<file path="config.mk">
export PLATFORM = sky130hd
export DESIGN_NAME = braille_hint_gen
export DESIGN_NICKNAME = d
export VERILOG_FILES = /design/src/rtl/braille_pkg.sv /design/src/rtl/braille_encode.sv /design/src/rtl/braille_hint_gen.sv
export SDC_FILE = /design/constraint.sdc
export NUM_CORES = 1
export LEC_CHECK = 0
export BUFFER_PORTS_ARGS = -buffer_cell sky130_fd_sc_hd__buf_2
export CAP_MARGIN = 20
export CELL_PAD_IN_SITES_DETAIL_PLACEMENT = 1
export CELL_PAD_IN_SITES_GLOBAL_PLACEMENT = 1
export CORE_MARGIN = 5
export CORE_UTILIZATION = 42
export CTS_CLUSTER_DIAMETER = 80
export CTS_CLUSTER_SIZE = 25
export DETAILED_ROUTE_END_ITERATION = 10
export MAX_ROUTING_LAYER = met4
export PLACE_DENSITY_LB_ADDON = 0.1
export SLEW_MARGIN = 25
export SYNTH_ARGS = -nofsm -noshare
export SYNTH_HDL_FRONTEND = slang
export SYNTH_SLANG_ARGS = --single-unit
</file>
<file path="constraint.sdc">
create_clock -name Clk -period 2.1 [get_ports Clk]
set_input_delay 0.105 -clock Clk [delete_from_list [all_inputs] [get_ports Clk]]
set_output_delay 0.105 -clock Clk [all_outputs]
set_load 0.02 [all_outputs]
</file>
<file path="src/rtl/braille_pkg.sv">
// Shared Braille constants: widths, FSM state encoding and the A..P six-dot patterns.
// Also intended for reuse by the switch-to-alphabet decoder.
package braille_pkg;

    localparam int ALPHA_W = 4;
    localparam int DOT_W   = 6;
    localparam int IDX_W   = 3;

    typedef enum logic [1:0] {
        ST_IDLE   = 2'd0,
        ST_REVEAL = 2'd1,
        ST_HOLD   = 2'd2
    } hint_state_e;

    // Bit n is Braille dot n+1.
    localparam logic [DOT_W-1:0] PAT_A = 6'b000001;
    localparam logic [DOT_W-1:0] PAT_B = 6'b000011;
    localparam logic [DOT_W-1:0] PAT_C = 6'b001001;
    localparam logic [DOT_W-1:0] PAT_D = 6'b011001;
    localparam logic [DOT_W-1:0] PAT_E = 6'b010001;
    localparam logic [DOT_W-1:0] PAT_F = 6'b001011;
    localparam logic [DOT_W-1:0] PAT_G = 6'b011011;
    localparam logic [DOT_W-1:0] PAT_H = 6'b010011;
    localparam logic [DOT_W-1:0] PAT_I = 6'b001010;
    localparam logic [DOT_W-1:0] PAT_J = 6'b011010;
    localparam logic [DOT_W-1:0] PAT_K = 6'b000101;
    localparam logic [DOT_W-1:0] PAT_L = 6'b000111;
    localparam logic [DOT_W-1:0] PAT_M = 6'b001101;
    localparam logic [DOT_W-1:0] PAT_N = 6'b011101;
    localparam logic [DOT_W-1:0] PAT_O = 6'b010101;
    localparam logic [DOT_W-1:0] PAT_P = 6'b001111;

    localparam logic [IDX_W-1:0] LAST_IDX = 3'd5;

    // Mask with dots 0..k set, used to grow the revealed cell one dot at a time.
    function automatic logic [DOT_W-1:0] reveal_mask(input logic [IDX_W-1:0] k);
        logic [DOT_W-1:0] m;
        m = '0;
        for (int i = 0; i < DOT_W; i++) begin
            m[i] = (i <= int'(k));
        end
        return m;
    endfunction

endpackage

</file>
<file path="src/rtl/braille_encode.sv">
// Combinational ROM: 4-bit alphabet code (0=A .. 15=P) to six-dot Braille pattern.
module braille_encode
    import braille_pkg::*;
(
    input  logic [ALPHA_W-1:0] code,
    output logic [DOT_W-1:0]   pat
);

    always_comb begin
        pat = '0;
        case (code)
            4'd0:    pat = PAT_A;
            4'd1:    pat = PAT_B;
            4'd2:    pat = PAT_C;
            4'd3:    pat = PAT_D;
            4'd4:    pat = PAT_E;
            4'd5:    pat = PAT_F;
            4'd6:    pat = PAT_G;
            4'd7:    pat = PAT_H;
            4'd8:    pat = PAT_I;
            4'd9:    pat = PAT_J;
            4'd10:   pat = PAT_K;
            4'd11:   pat = PAT_L;
            4'd12:   pat = PAT_M;
            4'd13:   pat = PAT_N;
            4'd14:   pat = PAT_O;
            4'd15:   pat = PAT_P;
            default: pat = '0;
        endcase
    end

endmodule

</file>
<file path="src/rtl/braille_hint_gen.sv">
// Hint generator: reveals the target letter's Braille cell dot by dot, holds it, then clears.
// Optional BRAILLE_BLINK_EN: the held cell blinks (pat / off) on each hold tick.
//
// state  | meaning
// IDLE   | LEDs dark, waiting for a hint request with a valid letter
// REVEAL | one more dot shown per tick until all six positions are covered
// HOLD   | full cell shown for HOLD_STEPS ticks, then Done pulses
module braille_hint_gen
    import braille_pkg::*;
#(
    parameter int TICK_DIV   = 4,
    parameter int HOLD_STEPS = 2
) (
    input  logic               Clk,
    input  logic               Rst,
    input  logic               Hint_Req,
    input  logic [ALPHA_W-1:0] Alpha_In,
    input  logic               Alpha_Valid,
    output logic [DOT_W-1:0]   Dot_Led,
    output logic               Busy,
    output logic               Done,
    output logic [3:0]         Hint_Count
);

    localparam int TICK_W = (TICK_DIV > 2) ? $clog2(TICK_DIV) : 1;
    localparam int HOLD_W = (HOLD_STEPS > 1) ? $clog2(HOLD_STEPS) : 1;
    localparam logic [TICK_W-1:0] TICK_LAST = TICK_W'(TICK_DIV - 1);
    localparam logic [HOLD_W-1:0] HOLD_LAST = HOLD_W'(HOLD_STEPS - 1);

    hint_state_e         state_q, state_d;
    logic [DOT_W-1:0]    pat_q, pat_d;
    logic [IDX_W-1:0]    idx_q, idx_d;
    logic [TICK_W-1:0]   tick_cnt_q, tick_cnt_d;
    logic [HOLD_W-1:0]   hold_cnt_q, hold_cnt_d;
    logic [DOT_W-1:0]    dot_led_q, dot_led_d;
    logic                busy_q, busy_d;
    logic                done_q, done_d;
    logic [3:0]          hint_count_q, hint_count_d;

    logic [DOT_W-1:0]    enc_pat;
    logic                tick;

    braille_encode u_encode (
        .code (Alpha_In),
        .pat  (enc_pat)
    );

    assign tick = (tick_cnt_q == TICK_LAST);

    always_comb begin
        state_d      = state_q;
        pat_d        = pat_q;
        idx_d        = idx_q;
        tick_cnt_d   = tick_cnt_q;
        hold_cnt_d   = hold_cnt_q;
        dot_led_d    = dot_led_q;
        busy_d       = busy_q;
        done_d       = 1'b0;
        hint_count_d = hint_count_q;

        case (state_q)
            ST_IDLE: begin
                dot_led_d  = '0;
                busy_d     = 1'b0;
                idx_d      = '0;
                tick_cnt_d = '0;
                hold_cnt_d = '0;
                if (Hint_Req && Alpha_Valid) begin
                    state_d   = ST_REVEAL;
                    pat_d     = enc_pat;
                    busy_d    = 1'b1;
                    dot_led_d = enc_pat & reveal_mask('0);
                    if (hint_count_q != 4'hF) begin
                        hint_count_d = hint_count_q + 4'd1;
                    end
                end
            end

            ST_REVEAL, ST_HOLD: begin
                tick_cnt_d = tick ? '0 : tick_cnt_q + TICK_W'(1);
                // A falling Alpha_Valid means a new letter is being loaded; drop the hint.
                if (!Alpha_Valid) begin
                    state_d    = ST_IDLE;
                    dot_led_d  = '0;
                    busy_d     = 1'b0;
                    idx_d      = '0;
                    tick_cnt_d = '0;
                    hold_cnt_d = '0;
                end else if (tick && state_q == ST_REVEAL) begin
                    if (idx_q < LAST_IDX) begin
                        idx_d     = idx_q + 3'd1;
                        dot_led_d = pat_q & reveal_mask(idx_q + 3'd1);
                    end else begin
                        state_d    = ST_HOLD;
                        hold_cnt_d = '0;
                        dot_led_d  = pat_q;
                    end
                end else if (tick) begin
                    if (hold_cnt_q == HOLD_LAST) begin
                        state_d    = ST_IDLE;
                        dot_led_d  = '0;
                        busy_d     = 1'b0;
                        done_d     = 1'b1;
                        idx_d      = '0;
                        tick_cnt_d = '0;
                        hold_cnt_d = '0;
                    end else begin
                        hold_cnt_d = hold_cnt_q + HOLD_W'(1);
`ifdef BRAILLE_BLINK_EN
                        dot_led_d  = hold_cnt_d[0] ? '0 : pat_q;
`else
                        dot_led_d  = pat_q;
`endif
                    end
                end
            end

            default: begin
                state_d    = ST_IDLE;
                dot_led_d  = '0;
                busy_d     = 1'b0;
                idx_d      = '0;
                tick_cnt_d = '0;
                hold_cnt_d = '0;
            end
        endcase
    end

    always_ff @(posedge Clk) begin
        if (!Rst) begin
            state_q      <= ST_IDLE;
            pat_q        <= '0;
            idx_q        <= '0;
            tick_cnt_q   <= '0;
            hold_cnt_q   <= '0;
            dot_led_q    <= '0;
            busy_q       <= 1'b0;
            done_q       <= 1'b0;
            hint_count_q <= '0;
        end else begin
            state_q      <= state_d;
            pat_q        <= pat_d;
            idx_q        <= idx_d;
            tick_cnt_q   <= tick_cnt_d;
            hold_cnt_q   <= hold_cnt_d;
            dot_led_q    <= dot_led_d;
            busy_q       <= busy_d;
            done_q       <= done_d;
            hint_count_q <= hint_count_d;
        end
    end

    assign Dot_Led    = dot_led_q;
    assign Busy       = busy_q;
    assign Done       = done_q;
    assign Hint_Count = hint_count_q;

endmodule
</file>
==> flow_summary.yaml <==
global_routing:
  antenna_found_initial: 0
  grt_start_max_net_pins: 21
  grt_overflow: 0
  gr-usage-all-layers_pct: 15.3
  grt_pass1_wl_mm: 5.32
  grt_pass1_vias: 1144
synth:
  ys_ff_latch: 24
  synth_edf_count: 0
  synth_warnings: 0
  syn_inst: 153
  synth.avg_cell_area_um2: 9.07
  syn_nets: 171
  netlist_area_mm2: 0.00139
  yosysSeqAreaShare_pct: 34.6
  synth_ff_type: "dfxtp_1"
  synth.distinct_cells: 51
  synthArstFlopShare_pct: 0
timing:
  fin_skew_ns: 0.00688
  period_share_pct: 83.5
  rsz0062_at_grt: "false"
  report.final.setup_viol: 0
  period_minus_slack_ns: 1.75
  hold_viol: 0
  holdWs_ns: 0.158
  final_max_slew_viol_count: 0
  fmax_mhz: 570
  tns_ns: 0
floorplan:
  io_pins: 20
  die_area_mm2: 0.00455
  die_y_um: 67.5
  core-area_mm2: 0.00310
  num_rows: 20
  start_util_pct: 44.7
  die_w_um: 67.5
cts:
  clock-sinks: 24
  cts_buffers: 3
  insertion_delay_ns: 0.32
  clkTransAtPathRegs_ns: 0.14
  holdBufCountCts: 0
  cts_tree: "done"
  cts_setup_buffers: 0
  ctsResizeCount: 0
  clockBufferDepth: 2
  root_buffer: "clkbuf_4"
  htreeDepth: 1
critical_path:
  path_buf_inv: 0
  worst-setup-path-type: "reg2reg"
  crit_path_max_incr_delay_ns: 0.43
  critPathMaxFanout: 13
  cp_slowest_cell: "ha_1"
  start_kind: "flip-flop"
  ff2ff_path_depth: 5
  critical_path.top_delay_family: "compound AO/OA/AOI/OAI gates"
  crit_path_cell_trace: "ha_1 > and3b_2 > a311oi_4 > nor2_1 > a21o_1"
  cp.required_ns: 2.33
  path_depth: 5
  arrival_ns: 1.99
  endpoint_kind: "flip-flop"
power_and_ir_drop:
  pwr_density_cell_mw_per_mm2: 686
  switching_share_pct: 27.9
  clkPwrFrac_pct: 32.2
  p_sw_uw: 292
  power.leakage_uw: 0.000625
  comb_power_share_pct: 20.2
  power_frac_seq_pct: 47.6
  ir_drop_v: 0.000337
  intPower_uw: 756
place:
  placed_cells: 206
  dpl-instance-area_mm2: 0.00148
  dp_hpwl_mm: 2.23
  gp_congestion: 0.745
  numPortBuffers: 18
finish:
  post-route-util_pct: 49.2
  fin_nets: 185
  final_common_cell: "dfxtp_1"
  n_antenna_cell: 0
  layout.cells.non_filler: 210
  area_growth_pct: 10.1
  layout_common_cells: "dfxtp_1, buf_2, nand2_1, inv_1, ha_1"
  fillCellCount: 388
  drive_gt1_share_pct: 18.1
  fin_area_mm2: 0.00153
route:
  viasPerCell: 5.31
  wl_per_cell_um: 13.9
  postRouteAntennaNets: 0
  first_iter_violations: 92
  routed_wl_mm: 2.93
  vias: 1115
  drtPass1Iterations: 4
  remaining_drc_errors: 0
worst_hold_path:
  whs_path_depth: 2
  hp-class: "in2reg"
job:
  maxCapViolCount: 0
run_status:
  status: "finished clean"
## flip-flops by register name, summed over array words and instances (netlist names)
name and cells:
Dot_Led 5, tick_cnt_q 2, Hint_Count 4, hold_cnt_q 1
pat_q 5, Busy 1, state_q 2, Done 1
idx_q 3
## area by class of cell
class / instances / area [um2] / area share, %
Clock buffer: 3 / 22.5 / 1.47
Clock inverter: 1 / 30.0 / 1.97
Inverter: 10 / 37.5 / 2.46
Tap cell: 44 / 55.1 / 3.60
Timing Repair Buffer: 18 / 90.1 / 5.90
Sequential cell: 24 / 480 / 31.4
Multi-Input combinational cell: 110 / 812 / 53.2
## power by group through the flow
stage | registers (uW) | logic, uW | clock network, uW
final | 499 | 212 | 337
after global routing | 503 | 241 | 363
after CTS | 499 | 214 | 342
after detailed placement | 509 | 211 | 0
after global placement | 508 | 204 | 0
after floorplan | 514 | 157 | 0
## worst reg2reg max path: stages, from the launching register on
cell,delay [ns]
dfxtp_1,0.36
ha_1,0.43
and3b_2,0.32
a311oi_4,0.33
nor2_1,0.09
a21o_1,0.16
## final timing paths
check                 from             to  slack, ns
max          tick_cnt_q[0]     state_q[1]       0.35
min                    Rst       pat_q[0]       0.16
max reg2reg  tick_cnt_q[0]     state_q[1]       0.35
min reg2reg  tick_cnt_q[0]  tick_cnt_q[0]       0.44
## cell families (layout without fill, tap and decap cells)
kind of cell               after synthesis  in the layout  synth area share (%)
and+or+nand+nor                         51             51                  19.9
AOI/OAI and AO/OA                       40             40                  23.7
DFF                                     24             24                  34.6
buffers and inverters                   19             32                  6.85
adders and majority gates               10             10                  9.02
xor gates and xnor gates                 4              4                  2.53
muxes                                    4              4                  3.07
other                                    1              1                 0.270
## synthesized netlist by cell type, drive strengths merged (4+ instances only)
master | n | area, um2
o211ai | 4 | 30.0
nand2 | 14 | 55.1
buf | 6 | 46.3
a21oi | 6 | 30.0
nor2b | 5 | 31.3
nor2 | 8 | 30.0
inv | 10 | 37.5
dfxtp | 24 | 480
o21ai | 4 | 20.0
a21boi | 6 | 45.0
and2 | 4 | 26.3
o2111ai | 4 | 52.6
ha | 10 | 125
nand3 | 7 | 40.0
## stage by stage
| stage | total power, uW | setup WS (ns) |
|---|---|---|
| finish | 1050 | 0.346 |
| global route | 1110 | 0.185 |
| global placement | 712 | 0.422 |
| floorplan | 672 | 0.533 |
| detailed placement | 720 | 0.381 |
| CTS | 1060 | 0.349 |
## metal layers
layer | vias to the layer above | part of all wire (%) | track usage, %
li1 | 571 | - | -
met1 | 524 | 49 | 20.2
met2 | 16 | 47 | 24.7
met3 | 4 | 3.0 | 2.50
met4 | 0 | 0.99 | 3.04
met5 | - | 0 | -
No activity file was read; power rests on OpenSTA's default activity.
